**src/rtl/svci_arb_pkg.sv**
```systemverilog
// rtl/svci_arb_pkg.sv - shared field layout, opcodes and helpers for the SVCI port arbiter
package svci_arb_pkg;

    localparam int ID_W   = 4;
    localparam int PRTY_W = 1;

    localparam logic [2:0] OPC_RD        = 3'b000;
    localparam logic [2:0] OPC_WR_POSTED = 3'b010;
    localparam logic [2:0] OPC_WR_NP     = 3'b011;

    // Response class carried in rsp opc[3:2]
    localparam logic [1:0] RSP_CLS_RD     = 2'b00;
    localparam logic [1:0] RSP_CLS_WR     = 2'b01;
    localparam logic [1:0] RSP_CLS_PW_ERR = 2'b10;
    localparam logic [1:0] RSP_CLS_ERR    = 2'b11;

    localparam int CMD_PRTY_LSB  = 0;
    localparam int CMD_OPC_LSB   = CMD_PRTY_LSB + PRTY_W;
    localparam int CMD_LEN_LSB   = CMD_OPC_LSB + 3;
    localparam int CMD_WBE_LSB   = CMD_LEN_LSB + 3;
    localparam int CMD_WDATA_LSB = CMD_WBE_LSB + 8;
    localparam int CMD_ADDR_LSB  = CMD_WDATA_LSB + 64;
    localparam int CMD_MID_LSB   = CMD_ADDR_LSB + 64;
    localparam int CMD_W         = CMD_MID_LSB + ID_W;

    localparam int RSP_PRTY_LSB  = 0;
    localparam int RSP_OPC_LSB   = RSP_PRTY_LSB + PRTY_W;
    localparam int RSP_RDATA_LSB = RSP_OPC_LSB + 4;
    localparam int RSP_MID_LSB   = RSP_RDATA_LSB + 64;
    localparam int RSP_W         = RSP_MID_LSB + ID_W;

    typedef struct packed {
        logic [ID_W-1:0]   mid;
        logic [63:0]       addr;
        logic [63:0]       wdata;
        logic [7:0]        wbe;
        logic [2:0]        length;
        logic [2:0]        opc;
        logic [PRTY_W-1:0] prty;
    } cmd_t;

    typedef struct packed {
        logic [ID_W-1:0]   mid;
        logic [63:0]       rdata;
        logic [3:0]        opc;
        logic [PRTY_W-1:0] prty;
    } rsp_t;

    function automatic logic is_posted(input logic [2:0] opc);
        return opc == OPC_WR_POSTED;
    endfunction

endpackage

```
**src/rtl/svci_rr_arb.sv**
```systemverilog
// rtl/svci_rr_arb.sv - combinational round-robin pick of the first eligible requester at or after ptr
module svci_rr_arb
    import svci_arb_pkg::*;
#(
    parameter int NREQ = 2,
    parameter int IW   = 1
) (
    input  logic [NREQ-1:0] i_elig,
    input  logic [IW-1:0]   i_ptr,
    output logic [NREQ-1:0] o_gnt,
    output logic [IW-1:0]   o_gnt_idx,
    output logic            o_any
);

    logic          w_found;
    logic [IW-1:0] w_cand;

    function automatic logic [IW-1:0] wrap_idx(input logic [IW-1:0] p, input int k);
        int s;
        s = int'(p) + k;
        if (s >= NREQ) s = s - NREQ;
        return IW'(s);
    endfunction

    always_comb begin
        w_found   = 1'b0;
        w_cand    = '0;
        o_gnt     = '0;
        o_gnt_idx = '0;
        for (int k = 0; k < NREQ; k++) begin
            w_cand = wrap_idx(i_ptr, k);
            if (!w_found && i_elig[w_cand]) begin
                w_found          = 1'b1;
                o_gnt_idx        = w_cand;
                o_gnt[w_cand]    = 1'b1;
            end
        end
        o_any = w_found;
    end

endmodule

```
**src/rtl/svci_arb.sv**
```systemverilog
// rtl/svci_arb.sv - shares one SVCI command/response port between NREQ requesters
module svci_arb
    import svci_arb_pkg::*;
#(
    parameter int NREQ    = 2,
    parameter int TAG     = 3,
    parameter int MAX_OUT = 4,
    localparam int IW     = $clog2(NREQ)
) (
    input  logic                  clk,
    input  logic                  rst,
    input  logic [NREQ-1:0]       req_cmd_valid,
    output logic [NREQ-1:0]       req_cmd_ready,
    input  logic [NREQ*TAG-1:0]   req_cmd_tag,
    input  logic [NREQ*CMD_W-1:0] req_cmd_pld,
    output logic                  svc_cmd_valid,
    input  logic                  svc_cmd_ready,
    output logic [TAG+IW-1:0]     svc_cmd_tag,
    output logic [CMD_W-1:0]      svc_cmd_pld,
    input  logic                  svc_rsp_valid,
    output logic                  svc_rsp_ready,
    input  logic [TAG+IW-1:0]     svc_rsp_tag,
    input  logic [RSP_W-1:0]      svc_rsp_pld,
    output logic [NREQ-1:0]       req_rsp_valid,
    input  logic [NREQ-1:0]       req_rsp_ready,
    output logic [TAG-1:0]        req_rsp_tag,
    output logic [RSP_W-1:0]      req_rsp_pld,
    output logic                  rsp_err
);

    localparam int               CNT_W   = $clog2(MAX_OUT + 1);
    localparam logic [CNT_W-1:0] MAX_CNT = CNT_W'(MAX_OUT);

    logic                r_cmd_valid;
    logic [TAG+IW-1:0]   r_cmd_tag;
    cmd_t                r_cmd_pld;
    logic [IW-1:0]       r_ptr;
    logic [CNT_W-1:0]    r_cnt [NREQ];
    logic                r_rsp_err;

    cmd_t                w_cmd [NREQ];
    logic [TAG-1:0]      w_tag [NREQ];
    logic [NREQ-1:0]     w_posted;
    logic [NREQ-1:0]     w_elig;
    logic [NREQ-1:0]     w_gnt;
    logic [IW-1:0]       w_gnt_idx;
    logic                w_any;
    logic                w_load;

    rsp_t                w_rsp;
    logic [IW-1:0]       w_idx;
    logic [NREQ-1:0]     w_hit;
    logic                w_idx_ok;
    logic                w_rsp_hs;
    logic                w_rsp_counted;
    logic                w_drop;
    logic [NREQ-1:0]     w_inc;
    logic [NREQ-1:0]     w_dec;
    logic [NREQ-1:0]     w_zero;
    logic                w_underflow;

    assign w_load = !r_cmd_valid || svc_cmd_ready;

    assign w_rsp         = svc_rsp_pld;
    assign w_idx         = svc_rsp_tag[TAG+IW-1:TAG];
    assign w_idx_ok      = |w_hit;
    assign w_rsp_hs      = svc_rsp_valid && svc_rsp_ready;
    assign w_rsp_counted = (w_rsp.opc[3:2] != RSP_CLS_PW_ERR);
    assign w_drop        = svc_rsp_valid && !w_idx_ok;

    for (genvar i = 0; i < NREQ; i++) begin : g_req
        assign w_cmd[i]    = req_cmd_pld[i*CMD_W +: CMD_W];
        assign w_tag[i]    = req_cmd_tag[i*TAG +: TAG];
        assign w_posted[i] = is_posted(w_cmd[i].opc);
        assign w_elig[i]   = req_cmd_valid[i] && ((r_cnt[i] < MAX_CNT) || w_posted[i]);
        assign w_hit[i]    = (w_idx == IW'(i));
        assign w_zero[i]   = (r_cnt[i] == '0);
        assign w_inc[i]    = req_cmd_valid[i] && req_cmd_ready[i] && !w_posted[i];
        assign w_dec[i]    = w_rsp_hs && w_hit[i] && w_rsp_counted;
    end

    // An increment landing on the same edge cancels the decrement, so no underflow then
    assign w_underflow = |(w_dec & ~w_inc & w_zero);

    svci_rr_arb #(
        .NREQ (NREQ),
        .IW   (IW)
    ) u_rr_arb (
        .i_elig    (w_elig),
        .i_ptr     (r_ptr),
        .o_gnt     (w_gnt),
        .o_gnt_idx (w_gnt_idx),
        .o_any     (w_any)
    );

    assign req_cmd_ready = (w_load && !rst) ? w_gnt : '0;

    assign svc_cmd_valid = r_cmd_valid;
    assign svc_cmd_tag   = r_cmd_tag;
    assign svc_cmd_pld   = r_cmd_pld;

    // Out-of-range indices are absorbed here so a stray response cannot wedge the bridge
    assign svc_rsp_ready = w_idx_ok ? |(w_hit & req_rsp_ready) : 1'b1;
    assign req_rsp_valid = rst ? '0 : (w_hit & {NREQ{svc_rsp_valid}});
    assign req_rsp_tag   = svc_rsp_tag[TAG-1:0];
    assign req_rsp_pld   = w_rsp;
    assign rsp_err       = r_rsp_err;

    always_ff @(posedge clk or posedge rst) begin
        if (rst) begin
            r_cmd_valid <= 1'b0;
            r_cmd_tag   <= '0;
            r_cmd_pld   <= '0;
            r_ptr       <= '0;
            r_rsp_err   <= 1'b0;
            for (int i = 0; i < NREQ; i++) r_cnt[i] <= '0;
        end else begin
            if (w_load) begin
                r_cmd_valid <= w_any;
                if (w_any) begin
                    r_cmd_tag <= {w_gnt_idx, w_tag[w_gnt_idx]};
                    r_cmd_pld <= w_cmd[w_gnt_idx];
                    r_ptr     <= (w_gnt_idx == IW'(NREQ - 1)) ? '0 : w_gnt_idx + 1'b1;
                end
            end
            for (int i = 0; i < NREQ; i++) begin
                if (w_inc[i] && !w_dec[i]) begin
                    r_cnt[i] <= r_cnt[i] + 1'b1;
                end else if (w_dec[i] && !w_inc[i] && !w_zero[i]) begin
                    r_cnt[i] <= r_cnt[i] - 1'b1;
                end
            end
            if (w_drop || w_underflow) r_rsp_err <= 1'b1;
        end
    end

endmodule

```
**config.mk**
```make
export PLATFORM = sky130hd
export DESIGN_NAME = svci_arb
export DESIGN_NICKNAME = d
export VERILOG_FILES = /design/src/rtl/svci_arb_pkg.sv /design/src/rtl/svci_rr_arb.sv /design/src/rtl/svci_arb.sv
export SDC_FILE = /design/constraint.sdc
export NUM_CORES = 1
export LEC_CHECK = 0
export ABC_CLOCK_PERIOD_IN_PS = 12200
export CORE_AREA = 2 2 241 243
export DETAILED_ROUTE_END_ITERATION = 7
export DIE_AREA = 0 0 243 245
export PLACE_DENSITY = 0.48
export SYNTH_ARGS = -nofsm -noshare
export SYNTH_HDL_FRONTEND = slang
export SYNTH_HIERARCHICAL = 1
export SYNTH_SLANG_ARGS = --single-unit
```
**constraint.sdc**
```tcl
create_clock -name clk -period 12.2 [get_ports clk]
set_input_delay 2.44 -clock clk [delete_from_list [all_inputs] [get_ports clk]]
set_output_delay 2.44 -clock clk [all_outputs]
set_load 0.005 [all_outputs]
```
## Word-level counts from Yosys, hierarchy flattened

Index checks and enable logic that the tools add are counted.

| storage, ports and cells | value |
|---|---|
| input port bits | 385 |
| register bits | 160 |
| logic and storage cells | 112 |
| output and inout bits | 234 |

| cells by class | value |
|---|---|
| mux-type cells | 29 |
| reductions and logical operators | 42 |
| bitwise operators | 8 |
| $lt $le $gt $ge | 9 |
| $add $sub $neg | 8 |
| eq/ne operators | 3 |

Operator list:

| cell | number |
|---|---|
| $mux 147 | 3 |
| $logic_and 1x1->1 | 21 |
| $mux 3 | 7 |
| $mux 1 | 13 |
| $logic_not 1->1 | 11 |
| $and 2x2->2 | 4 |
| $mux 2 | 4 |
| $add 3x1->3 const B | 2 |
| $eq 3x2->1 const B | 2 |
| $logic_not 3->1 | 2 |
| $lt 3x3->1 const B | 2 |
| $sub 3x1->3 const B | 2 |
| $ge 2x2->1 const B | 2 |
| $lt 1x2->1 const B | 2 |
| $reduce_bool 2->1 | 2 |
| $reduce_or 2->1 | 2 |
| $logic_or 1x1->1 | 3 |
| $add 1x1->2 const B | 1 |
| $demux 1 s1 | 2 |
| $ge 1x1->1 const B | 2 |
| $ge 1x2->1 const B | 1 |
| $ne 2x2->1 const B | 1 |
| $not 1->2 | 1 |
| $not 2->2 | 1 |
| other kinds (5) | 6 |

## Depth between registers and ports, before layout

Gate-level depths: netlist of the first run.

| depth | value |
|---|---|
| depth after elaboration | 17 |
| mapped depth | 12 |
| depth with buffers taken out | 11 |

## Cells and area by module

The synthesis of the first run kept the hierarchy.

By module, submodules not included:

| module | sequential area each (µm²) | cells each | area an instance (µm²) | times used |
|---|---|---|---|---|
| svci_arb | 4003.8 | 811 | 8102.8 | 1 |
| svci_rr_arb | 0.0 | 5 | 32.5 | 1 |

## Least setup slack after synthesis of the first run

OpenSTA, ideal clock, no wires.

| timing | value |
|---|---|
| path type | input -> output |
| start point | in rst |
| end point | out req_rsp_valid[1] |
| data arrival time | 6.285 ns |
| stages | 2 |
| required time | 9.760 ns |
| slack | 3.475 ns |
| path buffers | 0 |
| cell sequence | inv_1 > and3_1 |

| on the way | value |
|---|---|
| word-level cells in the longest chain between the ends | 1 |

Ends and longest elaborated chain:

| what | RTL line | source |
|---|---|---|
| from (decl) | svci_arb.sv:11 | `input logic rst,` |
| $mux 2 | svci_arb.sv:104 | `assign req_rsp_valid = rst ? '0 : (w_hit & {NREQ{svc_rsp_valid}});` |
| to (decl) | svci_arb.sv:24 | `output logic [NREQ-1:0] req_rsp_valid,` |

Every way passes these cells.

## Worst setup path after layout of the first run

| timing | value |
|---|---|
| start point | in req_cmd_pld[2] |
| end point | out req_cmd_ready[0] |

| on the way | value |
|---|---|
| word-level cells in the longest chain between the ends | 10 |
| elaborated cells between the ends (all ways) | 14 |
| those cells by class | eq/ne (1); mux (8); bitwise (1); reduce/logical (4) |

Ends and longest elaborated chain:

| what | RTL line | source |
|---|---|---|
| from (decl) | svci_arb.sv:15 | `input logic [NREQ*CMD_W-1:0] req_cmd_pld,` |
| $eq 3x2->1 * | svci_arb_pkg.sv:50 | `return opc == OPC_WR_POSTED;` |
| $logic_or 1x1->1 * | svci_arb.sv:75 | `assign w_elig[i] = req_cmd_valid[i] && ((r_cnt[i] < MAX_CNT) \|\| w_posted[i]);` |
| $logic_and 1x1->1 * | svci_arb.sv:75 |  |
| via w_elig[0] | svci_arb.sv:44 | `logic [NREQ-1:0] w_elig;` |
| $mux 1 (implied by the code) (2 in series) | svci_rr_arb.sv:32 | `if (!w_found && i_elig[w_cand]) begin` |
| $mux 1 | svci_rr_arb.sv:32 |  |
| $logic_not 1->1 | svci_rr_arb.sv:32 |  |
| $logic_and 1x1->1 | svci_rr_arb.sv:32 |  |
| $mux 2 * | svci_rr_arb.sv:32 |  |
| via w_gnt[0] | svci_arb.sv:45 | `logic [NREQ-1:0] w_gnt;` |
| $mux 2 * | svci_arb.sv:96 | `assign req_cmd_ready = (w_load && !rst) ? w_gnt : '0;` |
| to (decl) | svci_arb.sv:13 | `output logic [NREQ-1:0] req_cmd_ready,` |

Mark *: on every way through the listed nets, which the timed path passes. The rest lies on a longest branch. The select of a mux whose other input is x is not followed.

==> results by group, run 1 <==
Outcome
  – Run status: finished, final reports clean

Pwr
  – Combinational share of power: 46.2%
  – Leakage power: 5.36 nW
  – Internal: 0.00176 W
  – Clock network power share: 18.9%
  – Sw Share: 34.3%
  – Total power: 0.00268 W
  – Power Dens Cells: 197 nW/µm²
  – Switching pwr: 0.000921 W
  – Worst vdd ir: 0.104 mV
  – Reg power frac: 34.8%

Finish
  – Fillers: 6239
  – Number of nets at the end of the flow: roughly 1600
  – Most frequent cells in the layout: 470 x clkdlybuf4s50_1, 160 x dfrtp_1, 157 x nand2_1
  – Commonest non-fill, non-tap cell in the layout: clkdlybuf4s50_1
  – Layout cells sized above 1: 3.93%
  – Area growth from synthesis to layout: 67.4%
  – N_diodes: 0

Worst setup path
  – Critical path launch point type: input pin
  – Critical setup path kind: input pin to primary output
  – Worst Path Max Fanout: 4
  – Slowest stage cell, crit path: a21boi_0
  – Delay of the slowest critical-path stage: about 0.53 ns
  – Critical Path Sink Type: primary output
  – R2R cell count: 6
  – Worst Path Required: 9.76 ns
  – Worst flop-to-flop path endpoint: svc_cmd_pld[21]$_DFFE_PP0P_
  – R2r setup slk: 8.72 ns
  – Arr. time, crit path: 4.92 ns
  – Crit path cell chain: clkdlybuf4s50_1, or3b_1, a21boi_0, a21boi_0, nor2b_1, and2_1, clkdlybuf4s50_1
  – Worst R2R Start: r_cnt[2]$_DFFE_PP0P_

Timing
  – Worst slew pin tran: between 1 and 1.5 ns
  – Max-slew headroom: 32.0%
  – Ratio of final minimum period to clock period: 60.3%
  – Final setup violation count: 0
  – Setup_tns: 0 ns
  – Clock Skew: 0.0117 ns
  – Setup ws final: 4.84 ns
  – Slew Limit Fails: 0
  – Final min period: 7.36 ns
  – Max Fclk: 136 MHz
  – Final Hold Fails: 0
  – RSZ-0062 raised after global routing: no

Clock network
  – # H-tree levels: 4
  – TritonCTS clock tree: done
  – CTS buffer count: 17
  – Worst skew pair latency: 0.47 ns
  – Clk sinks: 160
  – Cts hold-fix bufs: 0
  – Worst-path clk slew: approximately 0.060 ns
  – Root buf cell: clkbuf_16
  – CTS resizes: 0
  – # Post-CTS Setup Buffers: 0
  – Longest Clk Path Bufs: 2

Job
  – Max cap viols: 0

Hold path
  – Hold crit path type: flip-flop to flip-flop
  – Hold Path Stages: 2
  – Hold path start: svc_cmd_pld[145]$_DFFE_PP0P_
  – Endpoint, Worst Hold: svc_cmd_pld[145]$_DFFE_PP0P_

Synthesis
  – Share of flip-flops with an asynchronous set or reset: between 90% and 100%
  – Syn nets: 1203
  – Ys flop type: dfrtp_1
  – Seq/Total Area, Yosys: 49.2%
  – Cells after Synth: ~820
  – EDFF count, synth: 0
  – #FFs+latches synth: 160
  – Netlist Area Pre-Place: between 8000 and 9000 µm²
  – Yosys cell types: 41
  – Avg Cell Area, Syn: 9.97 µm²
  – Synth Warn #: 6

Detailed routing
  – Initial DRC count: 249
  – TritonRoute pass-1 iters: 4
  – DR WL/cell: 14.9 µm
  – DR vias: between 6000 and 7000
  – DRC: 0
  – Detail Route Antenna Nets: 0
  – Via density: 3.56
  – DRT Wirelength: 29.2 mm

Global route
  – Vias in the first global route: 7107
  – First-pass GRT wire length: ~44 mm
  – Initial antenna violation count: 0
  – Largest net degree at the start of global routing: 97
  – Gr usage total: under 10%
  – Overflow after GRT: 0

Floorplan
  – Die Area: 59500 µm²
  – Initial Util: 14.3%
  – Core box area: 57000 µm²
  – Die Wd: 243 µm
  – Cell Rows: 88
  – Die height: 245 µm
  – I/O Pins: between 600 and 700

Placement
  – DP HPWL: 22.7 mm
  – Place WS: between 4 and 5 ns
  – PortBufs: 470
  – Final Wtd Congestion: 0.784
==> registers in the layout (all words and copies together), names as in the netlist <==
register,flops
rsp_err,1
svc_cmd_valid,1
r_ptr,1
r_cnt,6
svc_cmd_tag,4
svc_cmd_pld,147
==> power by group through the flow <==
stage	Combinational, W	Clock [W]	Sequential (W)
2_1_floorplan	0.000490	0	0.000953
3_3_place_gp	0.00127	0	0.000934
3_5_place_dp	0.00128	0	0.000945
4_1_cts	0.00128	0.000545	0.000940
5_1_grt	0.00138	0.000563	0.000975
6_report	0.00124	0.000508	0.000935
==> area by class of cell <==
cell class / instances / area [µm²] / share of cell area (%)
Inverter: 7 / 31.3 / 0.230
Clock buffer: 17 / 425 / 3.12
Multi-Input combinational cell: 519 / 3330 / 24.4
Clock inverter: 15 / 113 / 0.827
Tap cell: 765 / 957 / 7.03
Timing Repair Buffer: 478 / 4760 / 35.0
Sequential cell: 160 / 4000 / 29.4
==> worst max-delay path: cells and delay by family <==
family / cells / cell delay, ns
buffers and inverters: 2 / 0.98
AOI/OAI and AO/OA: 2 / 0.75
and+or+nand+nor: 3 / 0.75
==> routing by layer <==
layer  routed length [µm]  vias to the layer above  track usage (%)
met1                11600                     3206             11.2
met3                 2530                       45             4.48
li1                     -                     3443                -
met2                14300                      283             15.8
met4                  847                        0             4.62
met5                    0                        -                0
==> per-stage QoR <==
| step | cells | hold WS (ns) | cell area [µm²] | utilization (%) |
|---|---|---|---|---|
| finish | 1961 | 0.477 | 13600 | 23.9 |
| global route | 1961 | 0.500 | 13600 | 23.9 |
| CTS | 1961 | 0.485 | 13600 | 23.9 |
| detailed placement | 1929 | 0.469 | 13100 | 22.9 |
| global placement | 1929 | 0.461 | 13100 | 22.9 |
| floorplan | 816 | 0.466 | 8140 | - |
==> cells by family after synthesis <==
family | synth area share [%]
simple gates | 10.1
compound gates | 10.9
flops | 49.2
mux | 19.0
buf+inv | 10.1
xor+xnor | 0.215
fa+ha+maj | 0.492
==> Yosys cell counts, types with 2 or more instances <==
master | instances | share of area [%]
a21boi_0 | 5 | 0.46
a21oi_1 | 2 | 0.12
a22oi_1 | 2 | 0.18
and2_1 | 4 | 0.31
buf_1 | 2 | 0.092
buf_2 | 14 | 0.86
buf_4 | 76 | 7.0
clkbuf_1 | 37 | 1.7
dfrtp_1 | 160 | 49
fa_1 | 2 | 0.49
inv_1 | 6 | 0.28
mux2i_1 | 153 | 19
nand2_1 | 158 | 7.3
nand2b_1 | 3 | 0.23
nor2_1 | 6 | 0.28
nor2b_1 | 2 | 0.15
nor3_1 | 2 | 0.12
o21ai_0 | 137 | 8.4
o21ai_1 | 14 | 0.86
o31ai_1 | 2 | 0.18
or3_1 | 5 | 0.38
or3b_1 | 2 | 0.22
or4_1 | 4 | 0.37
==> worst max-delay path by stage <==
stage	depth (start not counted)	endpoint	slack, ns	start
after floorplan	2	req_rsp_valid[1]	3.48	rst
after global placement	7	req_cmd_ready[0]	4.82	req_cmd_pld[2]
after detailed placement	7	req_cmd_ready[0]	4.84	req_cmd_pld[2]
after CTS	7	req_cmd_ready[0]	4.82	req_cmd_pld[2]
after global routing	7	req_cmd_ready[0]	4.66	req_cmd_pld[2]
final	7	req_cmd_ready[0]	4.84	req_cmd_pld[2]
No activity file was read; power rests on OpenSTA's default activity.
==> inputs of run 2 (changes only) <==
ABC_CLOCK_PERIOD_IN_PS = 6300   (was 12200)
PLACE_DENSITY = 0.49   (was 0.48)
clock period = 6.3 ns   (was 12.2 ns; I/O delays follow)
==> run 2 against run 1 <==
Final area increased by 1.1%. Critical path type unchanged. Clock power increased by 110%. Count of clock-buffer cells in the layout increased by 2. Highest routed layer unchanged. Global-route usage decreased by 0.44 points. First-iteration DRC count decreased by 9.6%. Critical endpoint unchanged. Setup slack got worse by 3.5 ns. Non-clock buffer count increased by 6. Largest cell class unchanged. Sequential share of layout area decreased by 0.32 points.
==> results by group, run 2 (synthesized netlist as in run 1, its figures left out) <==
Outcome
  – Run status: finished, final reports clean

Clock network
  – CTS resizes: 0
  – # H-tree levels: 4
  – Longest Clk Path Bufs: 2
  – Cts hold-fix bufs: 0
  – TritonCTS clock tree: done
  – Root buf cell: clkbuf_16
  – Worst skew pair latency: around 0.47 ns
  – CTS buffer count: 17
  – # Post-CTS Setup Buffers: 0
  – Clk sinks: 160
  – Worst-path clk slew: approximately 0.060 ns

Hold path
  – Endpoint, Worst Hold: svc_cmd_pld[51]$_DFFE_PP0P_
  – Hold path start: svc_cmd_pld[51]$_DFFE_PP0P_
  – Hold Path Stages: 2
  – Hold crit path type: flip-flop to flip-flop

Timing
  – Max Fclk: 202 MHz
  – Max-slew headroom: 46.9%
  – Final hold slack: 0.476 ns
  – Final setup violation count: 0
  – Ratio of final minimum period to clock period: 78.7%
  – Clock Skew: 0.0116 ns
  – Setup_tns: 0 ns
  – Slew Limit Fails: 0
  – Worst slew pin tran: approximately 0.80 ns
  – Final min period: 4.96 ns
  – RSZ-0062 raised after global routing: no
  – Final Hold Fails: 0

Pwr
  – Worst vdd ir: 0.205 mV
  – Power Dens Cells: 385 nW/µm²
  – Leakage power: 5.42 nW

Finish
  – Max reg flops: 147
  – Commonest non-fill, non-tap cell in the layout: clkdlybuf4s50_1
  – Area occupied by registers: approximately 4000 µm²
  – Utilization after layout: 24.1%
  – Multi-input logic area: 3330 µm²
  – Design area: 13800 µm²
  – Area growth from synthesis to layout: 69.3%
  – Layout cells sized above 1: 4.33%
  – N_diodes: 0
  – Fillers: roughly 6300
  – Most frequent cells in the layout: 470 x clkdlybuf4s50_1, 160 x dfrtp_1, 157 x nand2_1
  – Number of nets at the end of the flow: between 1500 and 2000

Detailed routing
  – Via density: 3.52
  – Met3 wire len: 2.13 mm
  – Met2 WL: 13.7 mm
  – Detail Route Antenna Nets: 0
  – DRC: 0
  – Uppermost layer routed: met4
  – DR vias: 6917
  – DR WL/cell: approximately 14 µm
  – TritonRoute pass-1 iters: 4
  – Initial DRC count: 225
  – DRT Wirelength: between 20 and 30 mm
  – Routed metal-1 wirelength: 11.6 mm

Placement
  – PortBufs: 470
  – Placed Area: ~13000 µm²
  – DP HPWL: 21.6 mm
  – Final Wtd Congestion: between 0.7 and 0.8

Worst setup path
  – Worst Path Max Fanout: 4
  – R2R cell count: 10
  – Worst Path Required: approximately 5 ns
  – Critical setup path kind: input pin to primary output
  – Critical Path Sink Type: primary output
  – Arr. time, crit path: 3.70 ns
  – R2r setup slk: 3.07 ns
  – Worst flop-to-flop path endpoint: r_cnt[5]$_DFFE_PP0P_
  – Critical path launch point type: input pin
  – Worst R2R Start: r_cnt[5]$_DFFE_PP0P_

Global route
  – Vias in the first global route: 7077
  – Gr usage total: 9.43%
  – Largest net degree at the start of global routing: 111
  – Initial antenna violation count: 0
  – Overflow after GRT: 0
  – First-pass GRT wire length: 42.4 mm

Floorplan
  – Die Wd: 243 µm
  – Cell Rows: roughly 90
  – Core box area: around 57000 µm²
  – I/O Pins: 619
  – Initial Util: 14.3%
  – Die height: 245 µm
  – Die Area: slightly below 60000 µm²

Job
  – Max cap viols: 0
## run 2: changes by cell type in the layout (fill, tap and decap cells not counted), sizes merged
cell	change
clkinvlp	+1
clkbuf	+2
inv	+1
buf	+6
bufinv	+2
clkinv	-6
## run 2: worst max path at each step
stage                  endpoint  slack, ns  depth (start not counted)           start
6_report       req_cmd_ready[0]       1.34                          7  req_cmd_pld[2]
5_1_grt        req_cmd_ready[0]       1.20                          7  req_cmd_pld[2]
4_1_cts        req_cmd_ready[0]       1.33                          7  req_cmd_pld[2]
3_5_place_dp   req_cmd_ready[0]       1.34                          7  req_cmd_pld[2]
3_3_place_gp   req_cmd_ready[0]       1.36                          7  req_cmd_pld[2]
2_1_floorplan  req_rsp_valid[1]       1.00                          2             rst
## run 2: where the power goes
part	internal, W	total (W)	switching (W)
clock network	0.000599	0.00107	0.000472
logic	0.00141	0.00242	0.00102
registers	0.00153	0.00181	0.000285
total	0.00353	0.00530	0.00177
## run 2: cell type report
type | count | share of cell area [%]
sequential | 160 | 29.1
clock inverter | 13 | 1.09
multi-input combinational | 519 | 24.2
inverter | 7 | 0.218
timing repair buffer | 484 | 35.3
tap | 765 | 6.95
clock buffer | 19 | 3.22
## run 2: critical path, cell delays in order
cell and delay (ns):
clkdlybuf4s50_1 0.47, or3b_1 0.41, a21boi_0 0.50, a21boi_0 0.21
nor2b_1 0.20, and2_1 0.14, clkdlybuf4s50_1 0.50
## run 2: stage by stage
step                cells  setup WS, ns  power, W
finish               1967          1.34   0.00530
detailed placement   1935          1.34   0.00431
floorplan             816          1.00   0.00279
CTS                  1967          1.33   0.00545
global route         1967          1.20   0.00574
global placement     1935          1.36   0.00429
## run 2: routing by layer
layer / GRT usage, % / vias up
li1: - / 3460
met1: 11.1 / 3140
met2: 15.1 / 282
met3: 3.64 / 35
met4: 4.42 / 0
met5: 0 / -
